## src/rtl/commit_trace_buffer_pkg.sv

```systemverilog
// Shared types for the commit trace buffer: FSM states, trace entry layout, end marker.
package commit_trace_pkg;

   typedef enum logic [1:0] {
      StIdle  = 2'd0,
      StRun   = 2'd1,
      StDrain = 2'd2,
      StDone  = 2'd3
   } state_e;

   // 102-bit entry: pc, instr, we, rd, wdata.
   typedef struct packed {
      logic [31:0] pc;
      logic [31:0] instr;
      logic        we;
      logic [4:0]  rd;
      logic [31:0] wdata;
   } trace_entry_t;

   localparam logic [31:0] END_MARKER = 32'h0;

endpackage

```

## src/rtl/commit_trace_buffer_if.sv

```systemverilog
// Commit-side and trace-side signals of the commit trace buffer.
interface commit_trace_buffer_if;

   logic        commit_valid_i;
   logic [31:0] commit_pc_i;
   logic [31:0] commit_instr_i;
   logic        commit_we_i;
   logic [4:0]  commit_rd_i;
   logic [31:0] commit_wdata_i;
   logic        stall_o;

   logic        trace_valid_o;
   logic        trace_ready_i;
   logic [31:0] trace_pc_o;
   logic [31:0] trace_instr_o;
   logic [31:0] trace_wdata_o;
   logic [4:0]  trace_rd_o;
   logic        trace_we_o;

   logic [15:0] retire_cnt_o;
   logic [7:0]  drop_cnt_o;
   logic        done_o;

   modport master (
      output commit_valid_i, commit_pc_i, commit_instr_i, commit_we_i, commit_rd_i,
             commit_wdata_i, trace_ready_i,
      input  stall_o, trace_valid_o, trace_pc_o, trace_instr_o, trace_wdata_o, trace_rd_o,
             trace_we_o, retire_cnt_o, drop_cnt_o, done_o
   );

   modport slave (
      input  commit_valid_i, commit_pc_i, commit_instr_i, commit_we_i, commit_rd_i,
             commit_wdata_i, trace_ready_i,
      output stall_o, trace_valid_o, trace_pc_o, trace_instr_o, trace_wdata_o, trace_rd_o,
             trace_we_o, retire_cnt_o, drop_cnt_o, done_o
   );

endinterface

```

## src/rtl/commit_trace_buffer_fifo.sv

```systemverilog
// trace_fifo: DEPTH-entry circular buffer of trace entries; contents are not reset,
// only the pointers and occupancy are.
module trace_fifo
   import commit_trace_pkg::*;
#(
   parameter int unsigned DEPTH = 8,
   localparam int unsigned AW   = $clog2(DEPTH)
) (
   input  logic         clk_i,
   input  logic         rst_n,
   input  logic         push,
   input  trace_entry_t wdata,
   input  logic         pop,
   output trace_entry_t rdata,
   output logic         full,
   output logic         empty
);

   trace_entry_t  mem [DEPTH];
   logic [AW-1:0] wptr_q, rptr_q;
   logic [AW:0]   count_q;
   logic          do_push, do_pop;

   assign full    = (count_q == (AW+1)'(DEPTH));
   assign empty   = (count_q == '0);
   assign do_pop  = pop & ~empty;
   // A pop in the same cycle frees the slot, so a push into a full buffer is legal then.
   assign do_push = push & (~full | do_pop);
   assign rdata   = mem[rptr_q];

   always_ff @(posedge clk_i) begin
      if (do_push) mem[wptr_q] <= wdata;
   end

   always_ff @(posedge clk_i or negedge rst_n) begin
      if (!rst_n) begin
         wptr_q  <= '0;
         rptr_q  <= '0;
         count_q <= '0;
      end else begin
         if (do_push) wptr_q <= wptr_q + 1'b1;
         if (do_pop)  rptr_q <= rptr_q + 1'b1;
         case ({do_push, do_pop})
            2'b10:   count_q <= count_q + 1'b1;
            2'b01:   count_q <= count_q - 1'b1;
            default: count_q <= count_q;
         endcase
      end
   end

endmodule

```

## src/rtl/commit_trace_buffer.sv

```systemverilog
// Commit trace buffer top: run FSM, retire/drop counters and stall/drop policy.
// Optional COMMIT_TRACE_STALL_EN back-pressures the CPU instead of dropping commits.
module commit_trace_buffer
   import commit_trace_pkg::*;
#(
   parameter int unsigned DEPTH      = 8,
   parameter int unsigned MAX_RETIRE = 25
) (
   input logic                 clk_i,
   input logic                 rst_n,
   commit_trace_buffer_if.slave bus
);

   localparam logic [15:0] MaxRetire = 16'(MAX_RETIRE);

   state_e       state_q, state_d;
   logic [15:0]  retire_cnt_q;
   logic [7:0]   drop_cnt_q;
   logic         push, pop, drop, stall, take, is_end;
   logic         full, empty;
   trace_entry_t wentry, rentry;

   always_comb begin
      wentry.pc    = bus.commit_pc_i;
      wentry.instr = bus.commit_instr_i;
      // r0 is hardwired, so a write to it is recorded as no write.
      wentry.we    = bus.commit_we_i & (bus.commit_rd_i != 5'd0);
      wentry.rd    = bus.commit_rd_i;
      wentry.wdata = bus.commit_wdata_i;
   end

   trace_fifo #(
      .DEPTH(DEPTH)
   ) u_fifo (
      .clk_i(clk_i),
      .rst_n(rst_n),
      .push (push),
      .wdata(wentry),
      .pop  (pop),
      .rdata(rentry),
      .full (full),
      .empty(empty)
   );

   assign pop    = ~empty & bus.trace_ready_i;
   assign is_end = (bus.commit_instr_i == END_MARKER);

`ifdef COMMIT_TRACE_STALL_EN
   assign stall = (state_q == StRun) & full & ~pop;
`else
   assign stall = 1'b0;
`endif

   assign take = bus.commit_valid_i & ~stall & ((state_q == StIdle) | (state_q == StRun));

   always_comb begin
      state_d = state_q;
      push    = 1'b0;
      drop    = 1'b0;
      unique case (state_q)
         StIdle, StRun: begin
            if (take) begin
               state_d = StRun;
               if (is_end) begin
                  state_d = StDrain;
               end else if (full & ~pop) begin
                  drop = 1'b1;
               end else begin
                  push = 1'b1;
                  if (retire_cnt_q + 16'd1 == MaxRetire) state_d = StDrain;
               end
            end
         end
         StDrain: begin
            if (empty) state_d = StDone;
         end
         StDone: state_d = StDone;
         default: state_d = StIdle;
      endcase
   end

   always_ff @(posedge clk_i or negedge rst_n) begin
      if (!rst_n) begin
         state_q      <= StIdle;
         retire_cnt_q <= '0;
         drop_cnt_q   <= '0;
      end else begin
         state_q <= state_d;
         if (push) retire_cnt_q <= retire_cnt_q + 16'd1;
         if (drop && drop_cnt_q != 8'hFF) drop_cnt_q <= drop_cnt_q + 8'd1;
      end
   end

   // Head fields are masked while empty so stale memory never leaks out.
   assign bus.trace_valid_o = ~empty;
   assign bus.trace_pc_o    = empty ? '0 : rentry.pc;
   assign bus.trace_instr_o = empty ? '0 : rentry.instr;
   assign bus.trace_wdata_o = empty ? '0 : rentry.wdata;
   assign bus.trace_rd_o    = empty ? '0 : rentry.rd;
   assign bus.trace_we_o    = empty ? 1'b0 : rentry.we;
   assign bus.stall_o       = stall;
   assign bus.retire_cnt_o  = retire_cnt_q;
   assign bus.drop_cnt_o    = drop_cnt_q;
   assign bus.done_o        = (state_q == StDone);

endmodule
```

## src/flat_wrapper.sv

```systemverilog
// flat-port wrapper written by rule: the top's interface ports become plain ports
module commit_trace_buffer_flat import commit_trace_pkg::*;
#(
   parameter int unsigned DEPTH      = 8,
   parameter int unsigned MAX_RETIRE = 25
)
  (clk_i, rst_n, bus_commit_valid_i, bus_commit_pc_i, bus_commit_instr_i, bus_commit_we_i, bus_commit_rd_i, bus_commit_wdata_i, bus_trace_ready_i, bus_stall_o, bus_trace_valid_o, bus_trace_pc_o, bus_trace_instr_o, bus_trace_wdata_o, bus_trace_rd_o, bus_trace_we_o, bus_retire_cnt_o, bus_drop_cnt_o, bus_done_o);
  commit_trace_buffer_if bus_i ();
  input logic clk_i;
  input logic rst_n;
  input wire logic [$bits(bus_i.commit_valid_i)-1:0] bus_commit_valid_i;
  input wire logic [$bits(bus_i.commit_pc_i)-1:0] bus_commit_pc_i;
  input wire logic [$bits(bus_i.commit_instr_i)-1:0] bus_commit_instr_i;
  input wire logic [$bits(bus_i.commit_we_i)-1:0] bus_commit_we_i;
  input wire logic [$bits(bus_i.commit_rd_i)-1:0] bus_commit_rd_i;
  input wire logic [$bits(bus_i.commit_wdata_i)-1:0] bus_commit_wdata_i;
  input wire logic [$bits(bus_i.trace_ready_i)-1:0] bus_trace_ready_i;
  output wire logic [$bits(bus_i.stall_o)-1:0] bus_stall_o;
  output wire logic [$bits(bus_i.trace_valid_o)-1:0] bus_trace_valid_o;
  output wire logic [$bits(bus_i.trace_pc_o)-1:0] bus_trace_pc_o;
  output wire logic [$bits(bus_i.trace_instr_o)-1:0] bus_trace_instr_o;
  output wire logic [$bits(bus_i.trace_wdata_o)-1:0] bus_trace_wdata_o;
  output wire logic [$bits(bus_i.trace_rd_o)-1:0] bus_trace_rd_o;
  output wire logic [$bits(bus_i.trace_we_o)-1:0] bus_trace_we_o;
  output wire logic [$bits(bus_i.retire_cnt_o)-1:0] bus_retire_cnt_o;
  output wire logic [$bits(bus_i.drop_cnt_o)-1:0] bus_drop_cnt_o;
  output wire logic [$bits(bus_i.done_o)-1:0] bus_done_o;
  assign bus_i.commit_valid_i = bus_commit_valid_i;
  assign bus_i.commit_pc_i = bus_commit_pc_i;
  assign bus_i.commit_instr_i = bus_commit_instr_i;
  assign bus_i.commit_we_i = bus_commit_we_i;
  assign bus_i.commit_rd_i = bus_commit_rd_i;
  assign bus_i.commit_wdata_i = bus_commit_wdata_i;
  assign bus_i.trace_ready_i = bus_trace_ready_i;
  assign bus_stall_o = bus_i.stall_o;
  assign bus_trace_valid_o = bus_i.trace_valid_o;
  assign bus_trace_pc_o = bus_i.trace_pc_o;
  assign bus_trace_instr_o = bus_i.trace_instr_o;
  assign bus_trace_wdata_o = bus_i.trace_wdata_o;
  assign bus_trace_rd_o = bus_i.trace_rd_o;
  assign bus_trace_we_o = bus_i.trace_we_o;
  assign bus_retire_cnt_o = bus_i.retire_cnt_o;
  assign bus_drop_cnt_o = bus_i.drop_cnt_o;
  assign bus_done_o = bus_i.done_o;
  commit_trace_buffer #(.DEPTH(DEPTH), .MAX_RETIRE(MAX_RETIRE)) u_core (.clk_i(clk_i), .rst_n(rst_n), .bus(bus_i));
endmodule
```

## config.mk

```make
export PLATFORM = sky130hd
export DESIGN_NAME = commit_trace_buffer_flat
export DESIGN_NICKNAME = d
export VERILOG_FILES = /design/src/rtl/commit_trace_buffer_pkg.sv /design/src/rtl/commit_trace_buffer_if.sv /design/src/rtl/commit_trace_buffer_fifo.sv /design/src/rtl/commit_trace_buffer.sv /design/src/flat_wrapper.sv
export SDC_FILE = /design/constraint.sdc
export NUM_CORES = 1
export LEC_CHECK = 0
export CORE_MARGIN = 4
export CORE_UTILIZATION = 50
export CTS_BUF_LIST = sky130_fd_sc_hd__clkbuf_4 sky130_fd_sc_hd__clkbuf_8 sky130_fd_sc_hd__clkbuf_16
export DETAILED_ROUTE_END_ITERATION = 12
export PLACE_DENSITY = 0.72
export SYNTH_ARGS = -nofsm -noshare
export SYNTH_HDL_FRONTEND = slang
export SYNTH_SLANG_ARGS = --single-unit
export TNS_END_PERCENT = 50
```

## constraint.sdc

```tcl
create_clock -name clk_i -period 11.7 [get_ports clk_i]
set_input_delay 1.755 -clock clk_i [delete_from_list [all_inputs] [get_ports clk_i]]
set_output_delay 1.755 -clock clk_i [all_outputs]
set_load 0.01 [all_outputs]
```

==> results of run 1 <==
## per-stage QoR
| step | total power [mW] | setup TNS [ns] | utilization |
|---|---|---|---|
| 2_1_floorplan | 6.07 | -134.67 | - |
| 3_3_place_gp | 7.37 | 0 | 0.560 |
| 3_5_place_dp | 7.41 | 0 | 0.560 |
| 4_1_cts | 10.1 | 0 | 0.603 |
| 5_1_grt | 10.5 | 0 | 0.603 |
| 6_report | 9.98 | 0 | 0.604 |
## layout by cell type (no fill, tap or decap), types with 4 or more instances in the layout
cell type,n
clkinv_1,16
diode_2,8
buf_4,31
nand2_1,22
nor4_1,13
xnor2_1,21
clkinv_2,20
nor3_1,7
clkbuf_4,17
mux2_2,4
ha_1,8
edfxtp_1,816
mux2i_1,104
and3_1,4
nor2_1,113
xor2_1,17
nand4_1,12
clkbuf_16,88
inv_1,7
nand3_1,6
bufinv_16,6
clkdlybuf4s50_1,233
dfrtp_1,33
mux4_2,204
## worst register-to-register path, cell delays in order, from the launching register on
cell	delay [ns]
dfrtp_1	0.50
nor4_1	0.17
nor3_1	0.21
buf_4	0.21
inv_1	0.32
nor4b_4	0.80
buf_4	0.65
buf_4	0.83
## synthesized netlist by cell type, types with 2 or more instances
master | number | area [µm²]
nor3b_1 | 3 | 22.5
nand4_1 | 12 | 75.1
inv_1 | 7 | 26.3
xnor2_1 | 21 | 184
o21a_1 | 2 | 15.0
nor4_1 | 14 | 87.6
clkbuf_1 | 42 | 158
buf_2 | 24 | 120
o21ai_0 | 2 | 10.0
buf_4 | 3 | 22.5
dfrtp_1 | 36 | 901
nand3_1 | 6 | 30.0
mux4_2 | 204 | 4590
or4_1 | 3 | 22.5
xor2_1 | 17 | 149
ha_1 | 8 | 100
nand2b_1 | 3 | 18.8
and2_1 | 3 | 18.8
buf_6 | 2 | 22.5
mux2_2 | 4 | 45.0
nor2_1 | 114 | 428
edfxtp_1 | 816 | 24500
and3_1 | 4 | 25.0
or3_1 | 2 | 12.5
mux2i_1 | 104 | 1040
nor3_1 | 10 | 50.1
buf_1 | 9 | 33.8
nand2_1 | 22 | 82.6
a21oi_1 | 2 | 10.0
## final cells by class
cell class,count,area [µm²]
diodes,8,20.0
clock buffers,105,2330
clock inverters,53,475
fillers,4464,25700
inverters,7,26.3
multi-input cells,577,7220
flip-flops and latches,852,25400
well taps,855,1070
repair buffers,264,2560
## state kept, by name, indices dropped and copies added, names as in the netlist
register / flops
u_core.u_fifo.mem: 816
u_core.bus.retire_cnt_o: 16
u_core.bus.drop_cnt_o: 8
u_core.u_fifo.count_q: 4
u_core.u_fifo.rptr_q: 3
u_core.u_fifo.wptr_q: 3
u_core.state_q: 2
## where the power goes
group          internal [mW]  switching (mW)  total (mW)
Sequential              3.82           0.261        4.08
Clock                   1.56            1.13        2.70
Combinational           1.63            1.57        3.20
## per-layer routing
| metal | vias to the layer above | global-route usage | routed length, µm |
|---|---|---|---|
| met1 | 8324 | 0.272 | 28500 |
| met4 | 2 | 0.0411 | 1130 |
| li1 | 6806 | - | - |
| met3 | 82 | 0.0422 | 3880 |
| met5 | - | 0 | 13 |
| met2 | 469 | 0.325 | 35300 |
## logic make-up after synthesis
family / Yosys count
flip-flops: 852
multiplexers: 312
AND/OR/NAND/NOR: 204
buffers and inverters: 88
XOR/XNOR: 38
AO/OA/AOI/OAI: 14
adder cells (fa/ha/maj): 8
other: 1
## worst max-delay path by stage
stage,from,to,slack [ns],cells after the start
floorplan,bus_commit_instr_i[28],u_core.u_fifo.mem[0][0],-1.32,7
global placement,bus_commit_instr_i[1],u_core.u_fifo.mem[2][95],5.30,10
detailed placement,bus_commit_instr_i[1],u_core.u_fifo.mem[2][95],5.25,10
CTS,u_core.u_fifo.rptr_q[0],bus_trace_wdata_o[15],4.91,6
global route,u_core.u_fifo.rptr_q[0],bus_trace_wdata_o[15],4.70,6
finish,u_core.u_fifo.rptr_q[0],bus_trace_wdata_o[15],5.11,6
==> flow_metrics.py, run 1 <==
metrics = {
    "floorplan": {
        "io_pins": 235,
        "initial_core_util": 0.508,
        "dieArea_mm2": 0.0701,
        "die_x_um": 265,
        "core-area_mm2": 0.0648,
        "die-height_um": 265,
        "rows": 93,
    },
    "place": {
        "place_area_mm2": 0.0363,
        "dp_cells": 2555,
        "port-buffer-count": 233,
        "gp_congestion": 0.766,
        "post-dp-hpwl_mm": 38.1,
        "place_ws_ns": 5.25,
    },
    "setup_path": {
        "critPathLaunchType": "register",
        "max_stage_delay_ns": 0.96,
        "crit_buf_inv": 3,
        "cpLargestDelayFamily": "buffers and inverters",
        "arrival_ns": 4.83,
        "r2r_slack_ns": 7.58,
        "cp_cell_sequence": "buf_4, buf_4, mux4_2, mux2i_1, nor2_1, clkdlybuf4s50_1",
        "r2r-start": "u_core.u_fifo.count_q[1]",
        "cp_common_cell": "buf_4",
        "timing.rr.end": "u_core.u_fifo.mem[2][93]",
        "r2r_cells": 7,
        "end_kind": "output port",
        "crit_slowest_cell": "dfrtp_4",
        "required_ns": 9.95,
        "critPathKind": "register to output port",
        "critPathMaxFanout": 43,
    },
    "detailed_routing": {
        "dr_total_vias": 15700,
        "wl_per_cell_um": 25.3,
        "viasPerCell": 5.76,
        "routed_wl_mm": 68.9,
        "drc": 0,
        "drt_iter0_drc": 1232,
        "drtPass1Iterations": 5,
        "ant_nets": 0,
    },
    "synth": {
        "synthCells": 1517,
        "synth_compound_area_frac": 0.00296,
        "synth-simple-area-share": 0.0287,
        "async_flop_share": 0.0423,
        "ys_types": 47,
        "yosys.area_share.xor_xnor": 0.0101,
        "synth_fp_nets": 1631,
        "syn_avg_cell_area_um2": 21.7,
        "yosysSeqAreaShare": 0.771,
        "yosysWarnings": 0,
        "ys_seq_elements": 852,
        "synthMuxAreaShare": 0.172,
        "yosys_most_used_dff": "edfxtp_1",
        "synth_top_family_by_area": "multiplexers",
        "synth_fa_ha_area_frac": 0.00304,
        "netlist_area_mm2": 0.0330,
        "synth_edf_count": 816,
    },
    "sta": {
        "fin_ws_ns": 5.11,
        "whs_ns": 0.504,
        "final_hold_viol_count": 0,
        "period_share": 0.563,
        "setup_viol": 0,
        "worstMarginPinSlew_ns": 1.14,
        "fmax_mhz": 152,
        "fin_crit_ns": 6.59,
        "slew_headroom": 0.241,
        "clock-skew-final_ns": 0.0217,
        "rsz0062_at_grt": "no",
        "slew_viol_final": 0,
    },
    "clock_tree": {
        "post_cts_buffers": 0,
        "cts_sinks": 852,
        "clk_latency_ns": 0.64,
        "cts_resized": 0,
        "cts_max_level": 3,
        "clock_path_buffers": 3,
        "cts_made_buffers": 86,
        "path_clk_slew_ns": 0.06,
        "postCtsHoldBufs": 0,
        "clockRootBuffer": "clkbuf_16",
        "cts_tree": "yes",
    },
    "power_and_ir_drop": {
        "p_leak_nw": 12.9,
        "ir_worst_vdd_uv": 261,
        "power.density_mw_per_mm2": 255,
    },
    "global_route": {
        "grt_max_degree": 72,
        "grt_pass1_vias": 16700,
        "grt_pass1_wl_mm": 104,
        "overflow": 0,
        "antenna_found_initial": 8,
        "grt_usage": 0.195,
    },
    "run_status": {
        "status": "finished, final reports clean",
    },
    "min_path": {
        "min-delay-path-class": "register to register",
        "min_to": "u_core.bus.drop_cnt_o[5]",
        "hold_depth": 1,
        "min_from": "u_core.bus.drop_cnt_o[5]",
    },
    "run": {
        "cap_violations": 0,
    },
    "layout": {
        "nets": 1902,
        "final_cells": 2721,
        "fin_area_mm2": 0.0391,
        "drive_gt1_frac": 0.214,
        "syn2layout_area_growth_pct": 18.7,
    },
}
(Power assumes the default switching activity.)
==> run 2, diff against run 1 <==
--- a/config.mk
+++ b/config.mk
@@ -9,7 +9,7 @@
 export CORE_UTILIZATION = 50
 export CTS_BUF_LIST = sky130_fd_sc_hd__clkbuf_4 sky130_fd_sc_hd__clkbuf_8 sky130_fd_sc_hd__clkbuf_16
 export DETAILED_ROUTE_END_ITERATION = 12
-export PLACE_DENSITY = 0.72
+export PLACE_DENSITY = 0.7
 export SYNTH_ARGS = -nofsm -noshare
 export SYNTH_HDL_FRONTEND = slang
 export SYNTH_SLANG_ARGS = --single-unit
==> constraint.sdc (replaced) <==
create_clock -name clk_i -period 6.5 [get_ports clk_i]
set_input_delay 0.975 -clock clk_i [delete_from_list [all_inputs] [get_ports clk_i]]
set_output_delay 0.975 -clock clk_i [all_outputs]
set_load 0.01 [all_outputs]
==> flow_metrics.py, run 2 (synthesized netlist as in run 1, its figures left out) <==
metrics = {
    "run_status": {
        "status": "finished, final reports clean",
    },
    "setup_path": {
        "end_kind": "output port",
        "required_ns": 5.52,
        "max_stage_delay_ns": 1.10,
        "crit_buf_inv": 2,
        "crit_start": "u_core.u_fifo.rptr_q[0]",
        "cpLargestDelayFamily": "flip-flops",
        "critPathLaunchType": "register",
        "arrival_ns": 3.71,
        "crit_slowest_cell": "dfrtp_4",
        "r2r-start": "u_core.u_fifo.count_q[1]",
        "critPathMaxFanout": 48,
        "critPathKind": "register to output port",
        "cp_cell_sequence": "buf_4, mux4_2, mux2i_1, nor2_1, clkdlybuf4s50_1",
    },
    "detailed_routing": {
        "dr_total_vias": 15500,
        "routed_wl_mm": 67.2,
        "viasPerCell": 5.73,
        "wl_per_cell_um": 24.8,
        "drt_iter0_drc": 1431,
        "ant_nets": 0,
        "drc": 0,
        "drtPass1Iterations": 5,
    },
    "clock_tree": {
        "clk_latency_ns": 0.62,
        "cts_sinks": 852,
        "postCtsHoldBufs": 0,
        "clock_path_buffers": 3,
        "cts_tree": "yes",
        "cts_max_level": 3,
        "path_clk_slew_ns": 0.06,
        "post_cts_buffers": 0,
        "clockRootBuffer": "clkbuf_16",
        "cts_resized": 0,
        "cts_made_buffers": 85,
    },
    "place": {
        "dp_cells": 2551,
        "gp_congestion": 0.769,
        "post-dp-hpwl_mm": 34.9,
        "place_area_mm2": 0.0364,
        "place_ws_ns": 1.62,
        "port-buffer-count": 233,
    },
    "layout": {
        "final_cells": 2708,
        "largest_reg_flops": 816,
        "postLayoutCoreUtil": 0.606,
        "syn2layout_area_growth_pct": 19.2,
        "layout_common_cells": "edfxtp_1 (816), clkdlybuf4s50_1 (233), mux4_2 (204)",
        "fin_area_mm2": 0.0393,
        "nets": 1897,
        "largest-register": "u_core.u_fifo.mem",
        "drive_gt1_frac": 0.214,
        "layout_commonest_cell": "edfxtp_1",
    },
    "sta": {
        "finalSetupTns_ns": 0,
        "slew_viol_final": 0,
        "slew_headroom": 0.266,
        "period_share": 0.721,
        "final_hold_viol_count": 0,
        "clock-skew-final_ns": 0.0166,
        "setup_viol": 0,
        "rsz0062_at_grt": "no",
        "whs_ns": 0.507,
        "fin_ws_ns": 1.81,
        "worstMarginPinSlew_ns": 1.10,
        "fin_crit_ns": 4.69,
        "fmax_mhz": 213,
    },
    "floorplan": {
        "die_x_um": 265,
        "rows": 93,
        "die-height_um": 265,
        "io_pins": 235,
        "initial_core_util": 0.508,
        "dieArea_mm2": 0.0701,
        "core-area_mm2": 0.0648,
    },
    "power_and_ir_drop": {
        "fin_total_pwr_mw": 18.0,
        "power.density_mw_per_mm2": 459,
        "ir_worst_vdd_uv": 370,
        "p_leak_nw": 12.9,
    },
    "global_route": {
        "grt_pass1_wl_mm": 103,
        "grt_max_degree": 103,
        "overflow": 0,
        "antenna_found_initial": 6,
        "grt_pass1_vias": 16600,
        "grt_usage": 0.192,
    },
    "min_path": {
        "min_from": "u_core.bus.drop_cnt_o[5]",
        "min-delay-path-class": "register to register",
    },
    "run": {
        "cap_violations": 0,
    },
}
==> run 2: changes by cell type in the layout (fill, tap and decap cells not counted), sizes merged <==
cell | previous run | this run
buf | 31 | 27
bufinv | 6 | 9
clkbuf | 105 | 113
clkinv | 40 | 30
clkinvlp | 2 | 1
diode | 8 | 1
inv | 12 | 10
==> run 2: metal layers <==
layer	share of wire	wire length [µm]	vias to the layer above	GRT usage
met1	0.41	27600	8195	0.264
met3	0.059	3940	82	0.0368
met5	0.00058	39	-	0
met2	0.51	34500	453	0.325
met4	0.017	1120	6	0.0437
li1	-	-	6784	-
==> run 2: final cells by class <==
cell class | instances | area [µm²]
clock buffer | 113 | 2410
inverter | 7 | 26.3
antenna | 1 | 2.50
clock inverter | 43 | 453
fill | 4492 | 25500
tap | 855 | 1070
multi-input combinational | 577 | 7230
sequential | 852 | 25400
timing repair buffer | 260 | 2660
==> run 2: worst reg2reg max path, delay by kind of cell, from the launching register on <==
kind / cells / cell delay [ns]
DFF: 1 / 0.48
AOI/OAI and AO/OA: 1 / 0.17
xor gates and xnor gates: 3 / 0.47
adders and majority gates: 2 / 0.49
buffers and inverters: 2 / 0.97
and+or+nand+nor: 3 / 0.69
==> run 2: where the power goes <==
part           leakage, nW  internal (mW)  switching (mW)
combinational         3.64           2.97            2.70
clock                 1.45           2.97            1.96
sequential            7.85           6.87           0.550
total                 12.9           12.8            5.21
==> run 2: path summary, 6_finish.rpt <==
check	to	slack, ns	depth (start not counted)
max in group asynchronous	u_core.u_fifo.rptr_q[0]	5.34	2
min in group asynchronous	u_core.bus.retire_cnt_o[11]	0.78	2
max reg2reg	u_core.u_fifo.count_q[2]	3.10	11
min	u_core.bus.drop_cnt_o[5]	0.51	1
max	bus_trace_pc_o[30]	1.81	5
min reg2reg	u_core.bus.drop_cnt_o[5]	0.51	1
